$ cat config.mk
export PLATFORM = sky130hd
export DESIGN_NAME = dyn_character_s02
export DESIGN_NICKNAME = d
export VERILOG_FILES = /design/src/rtl/dyn_character_s02.sv
export SDC_FILE = /design/constraint.sdc
export NUM_CORES = 1
export LEC_CHECK = 0
export ABC_AREA = 1
export BUFFER_PORTS_ARGS = -buffer_cell sky130_fd_sc_hd__buf_2
export CAP_MARGIN = 0
export CORE_MARGIN = 3
export CORE_UTILIZATION = 53
export DETAILED_ROUTE_END_ITERATION = 12
export HOLD_SLACK_MARGIN = 0.08
export PLACE_DENSITY = 0.79
export RECOVER_POWER = 25
export SLEW_MARGIN = 0
export SYNTH_ARGS = -nofsm -noshare
export SYNTH_HDL_FRONTEND = slang
export SYNTH_SLANG_ARGS = --single-unit
$ cat constraint.sdc
create_clock -name px_clk -period 3.8 [get_ports px_clk]
set_input_delay 0.38 -clock px_clk [delete_from_list [all_inputs] [get_ports px_clk]]
set_output_delay 0.38 -clock px_clk [all_outputs]
set_load 0.05 [all_outputs]
$ cat src/rtl/dyn_character_s02.sv
// Character overlay stage 02: composes one font-ROM glyph row onto the pixel stream,
// with optional frame-based blinking. Stream layout: XC[25:16] YC[15:6] RGB[5:3] HS[2] VS[1] Active[0].
module dyn_character_s02 #(
    parameter logic [2:0]  color_fg     = 3'b110,
    parameter logic [2:0]  color_bg     = 3'b001,
    parameter int unsigned gsize        = 16,
    parameter logic        alpha        = 1'b1,
    parameter int unsigned blink_frames = 32
) (
    input  logic        px_clk,
    input  logic        reset,
    input  logic [25:0] RGBStr_i,
    input  logic [9:0]  posx_i,
    input  logic [9:0]  posy_i,
    input  logic [7:0]  data_rom,
    input  logic        blink_en,
    output logic [25:0] RGBStr_o,
    output logic [9:0]  posx_o,
    output logic [9:0]  posy_o,
    output logic        hit
);

    localparam int unsigned PSW     = gsize >> 3;
    localparam int unsigned SDIV    = (PSW > 1) ? $clog2(PSW) : 0;
    localparam logic [10:0] GSZ     = 11'(gsize);
    localparam logic [9:0]  BF_LAST = 10'(blink_frames - 1);
    localparam int unsigned VS_BIT  = 1;
    localparam int unsigned ACT_BIT = 0;

    logic [25:0] r_str_a;
    logic [9:0]  r_posx_a;
    logic [9:0]  r_posy_a;
    logic        r_vs_prev;
    logic [9:0]  r_cnt;
    logic        r_phase;

    logic [9:0]  w_dx;
    logic [9:0]  w_dy;
    logic        w_inbox;
    logic [2:0]  w_gx;
    logic        w_bit;
    logic        w_visible;
    logic        w_vs_rise;
    logic [2:0]  w_rgb;
    logic        w_hit;

    always_ff @(posedge px_clk or posedge reset) begin
        if (reset) begin
            r_str_a  <= '0;
            r_posx_a <= '0;
            r_posy_a <= '0;
        end else begin
            r_str_a  <= RGBStr_i;
            r_posx_a <= posx_i;
            r_posy_a <= posy_i;
        end
    end

    // Offsets wrap in 10 bits, so pixels left of/above the origin land far outside the box.
    assign w_dx      = r_str_a[25:16] - r_posx_a;
    assign w_dy      = r_str_a[15:6] - r_posy_a;
    assign w_inbox   = ({1'b0, w_dx} < GSZ) && ({1'b0, w_dy} < GSZ);
    assign w_gx      = 3'(w_dx >> SDIV);
    assign w_bit     = data_rom[3'd7 - w_gx];
    assign w_visible = ~blink_en | r_phase;

    always_comb begin
        w_rgb = r_str_a[5:3];
        w_hit = 1'b0;
        if (r_str_a[ACT_BIT] && w_inbox) begin
            if (w_bit && w_visible) begin
                w_rgb = color_fg;
                w_hit = 1'b1;
            end else if (!alpha) begin
                w_rgb = color_bg;
            end
        end
    end

    always_ff @(posedge px_clk or posedge reset) begin
        if (reset) begin
            RGBStr_o <= '0;
            posx_o   <= '0;
            posy_o   <= '0;
            hit      <= 1'b0;
        end else begin
            RGBStr_o <= {r_str_a[25:6], w_rgb, r_str_a[2:0]};
            posx_o   <= r_posx_a;
            posy_o   <= r_posy_a;
            hit      <= w_hit;
        end
    end

    // Frame edges are taken from the raw input stream, ahead of the pixel pipeline.
    assign w_vs_rise = RGBStr_i[VS_BIT] & ~r_vs_prev;

    always_ff @(posedge px_clk or posedge reset) begin
        if (reset) begin
            r_vs_prev <= 1'b0;
            r_cnt     <= '0;
            r_phase   <= 1'b1;
        end else begin
            r_vs_prev <= RGBStr_i[VS_BIT];
            if (!blink_en) begin
                r_cnt   <= '0;
                r_phase <= 1'b1;
            end else if (w_vs_rise) begin
                if (r_cnt == BF_LAST) begin
                    r_cnt   <= '0;
                    r_phase <= ~r_phase;
                end else begin
                    r_cnt <= r_cnt + 10'd1;
                end
            end
        end
    end

endmodule
==> results by group <==
Status
  – Outcome: finished, final reports clean

Cells and area
  – Area grow syn2layout: 19.8%
  – Design Area, Final: 5060 sq um
  – Fillers: 607
  – Multi-input gate area: 1300 sq um
  – Final #Nets: 628
  – Utilization after layout: 67.7%
  – N_diodes: 0
  – Layout cells sized above 1: 24.2%
  – Sequential cell area: 2600 sq um

STA
  – Fin crit share: 55.3%
  – Crit path time final: 2.10 ns
  – Layout Skew: 0.00819 ns
  – Final Hold Fails: 0
  – Slew margin rel.: 29.5%
  – Worst slew pin tran: 1.06 ns
  – RSZ-0062 raised after global routing: false
  – Final Setup Violations: 0
  – Setup TNS: 0 ns
  – FMAX: 0.476 GHz
  – Pins over their slew limit: 0

GRT
  – Pin count of the biggest net entering global routing: 93
  – Vias in the first global route: 3,277
  – Total Routing Usage GR: 19.8%
  – Initial antenna violation count: 0
  – Global-route wire length before repair: 13,800 um
  – Grt total ovfl: 0

CTS
  – Post-CTS Setup Inserts: 0
  – Num CTS Buffers: 9
  – Post-CTS sizing: 0
  – Clk slew on worst S/H paths: 0.09 ns
  – Clock Tree Root: clkbuf_8
  – Cts hold-fix bufs: 0
  – CTS tree: done
  – CTS Sinks: 104
  – Clock Tree Buf Depth: 2
  – H-tree level count: 3
  – Skew-Pair Late Insertion Delay: 0.36 ns

Logic synthesis
  – Top cells by area, synth: dfrtp_1 61%, nand2_1 10%, inv_1 7.1%, ha_1 5.0%, nand3_1 3.6%
  – Post-Synthesis Cells: 439
  – Dominant cell type by area after synthesis: dfrtp_1
  – Sequential area share after synthesis: 61.6%
  – Top post-synthesis cells by count: 113 x nand2_1, 103 x dfrtp_1, 80 x inv_1
  – Post-synth EDFFs: 0
  – Register bit total from synthesis: 104
  – Post-Syn Area: 4230 sq um
  – Unique masters post-synth: 27
  – Syn_area_per_cell: 9.63 sq um
  – Top-count cell post-synth: nand2_1
  – Main flop type after synthesis: dfrtp_1
  – Asr flop ratio synth: 100%
  – Synth top area share: 61.0%
  – Syn nets: 514
  – Ys Warns: 0

Critical path
  – Startpoint types: register
  – Worst Path Required: 4.11 ns
  – CP Capture Type: register
  – CP Class: reg -> reg
  – Critical Path Fanout Max: 5
  – Critical Path AT: 2.41 ns

Floorplan
  – Core area: 7490 sq um
  – Initial Util: 56.5%
  – Die W: 95.3 um
  – Io pins: 104
  – Die Area: 9080 sq um
  – Row count: 31
  – Die Y: 95.3 um

Routing
  – Routed vias/inst: 4.87
  – DRC violations left: 0
  – Vias: 3,197
  – WL/cell: 12.6 um
  – Antenna-violating nets left: 0
  – Final WL: 8260 um
  – Initial DRT Pass Iterations: 4
  – DR iter-0 viols: 153

Job
  – Maxcap violations: 0

Placed design
  – Post-DP HPWL: 6410 um
  – Routability cong.: 0.804
  – Placed Area: 4860 sq um
  – # port buffers: 103

Power and ir drop
  – PD cells: 446 nW/um^2
  – Peak supply drop: 0.232 mV
  – P_leak: 2.76 nW

Worst hold path
  – Class of the worst hold path: in -> reg
==> registers in the layout, summed over array words and instances, names as in the netlist, 10 cells and up <==
name,count
posy_o,10
r_posy_a,10
posx_o,10
r_posx_a,10
r_cnt,10
r_str_a,26
RGBStr_o,26
==> power breakdown <==
part / switching, W / internal (W) / leakage [nW] / total [W]
registers: 0.0000218 / 0.00116 / 1.24 / 0.00118
clock network: 0.000356 / 0.000325 / 0.103 / 0.000681
logic: 0.000280 / 0.000119 / 1.42 / 0.000399
total: 0.000658 / 0.00160 / 2.76 / 0.00226
==> layout by cell type (no fill, tap or decap), types with 4 or more instances in the layout <==
cell / n
nand2_2: 5
buf_2: 101
a21oi_1: 14
dfrtp_1: 103
o21ai_0: 8
nor2_2: 4
nor3_1: 4
inv_1: 79
nand3_1: 30
ha_1: 17
clkbuf_8: 10
xor2_1: 4
nand4_1: 11
nor2_1: 29
nand2_1: 113
==> cell families (layout without fill, tap and decap cells) <==
kind of cell,Yosys count,in the layout,synth area share (%)
flops,104,104,61.6
compound gates,29,29,3.88
buf+inv,83,202,7.55
simple gates,199,199,20.2
fa+ha+maj,18,18,5.51
xor+xnor,6,6,1.24
==> through the flow <==
stage	total power (W)	hold slack, ns	setup WS, ns	std cells
CTS	0.00228	0.0994	1.71	657
floorplan	0.00149	0.331	0.689	439
global placement	0.00159	0.334	1.88	641
detailed placement	0.00160	0.335	1.78	641
global route	0.00238	0.0915	1.37	657
finish	0.00226	0.113	1.70	657
==> final cells by class <==
cell class | instances | share of cell area (%)
Clock inverter | 6 | 1.28
Timing Repair Buffer | 104 | 10.3
Sequential cell | 104 | 51.4
Inverter | 82 | 6.13
Clock buffer | 10 | 2.72
Multi-Input combinational cell | 252 | 25.7
Tap cell | 99 | 2.45
==> critical path, stage by stage, from the launching register on <==
cell     delay, ns
dfrtp_1       0.39
inv_1         0.05
nand2_1       0.12
fa_1          0.54
inv_1         0.14
nand2_1       0.06
nand3_1       0.08
nand2_1       0.05
nand2_1       0.09
nand2_1       0.08
nor2_1        0.10
nand2_1       0.09
nor2_2        0.08
nand4_1       0.10
nand2_1       0.08
==> worst paths after layout <==
kind | from | cells past startpoint | slack (ns) | endpoint
max | r_str_a[16]$_DFF_PP0_ | 14 | 1.70 | RGBStr_o[5]$_DFF_PP0_
min | posx_i[3] | 1 | 0.11 | r_posx_a[3]$_DFF_PP0_
max reg2reg | r_str_a[16]$_DFF_PP0_ | 14 | 1.70 | RGBStr_o[5]$_DFF_PP0_
min reg2reg | r_str_a[2]$_DFF_PP0_ | 0 | 0.35 | RGBStr_o[2]$_DFF_PP0_
max in group asynchronous | reset | 3 | 2.73 | RGBStr_o[10]$_DFF_PP0_
min in group asynchronous | reset | 2 | 0.28 | r_posx_a[7]$_DFF_PP0_
==> layer usage <==
metal	global-route usage (%)	vias up	wire, um
li1	-	1586	-
met1	22.2	1509	3270
met2	35.0	86	4320
met3	4.97	16	459
met4	9.50	0	211
met5	0	-	0
Power figures use the tool's default switching activity.
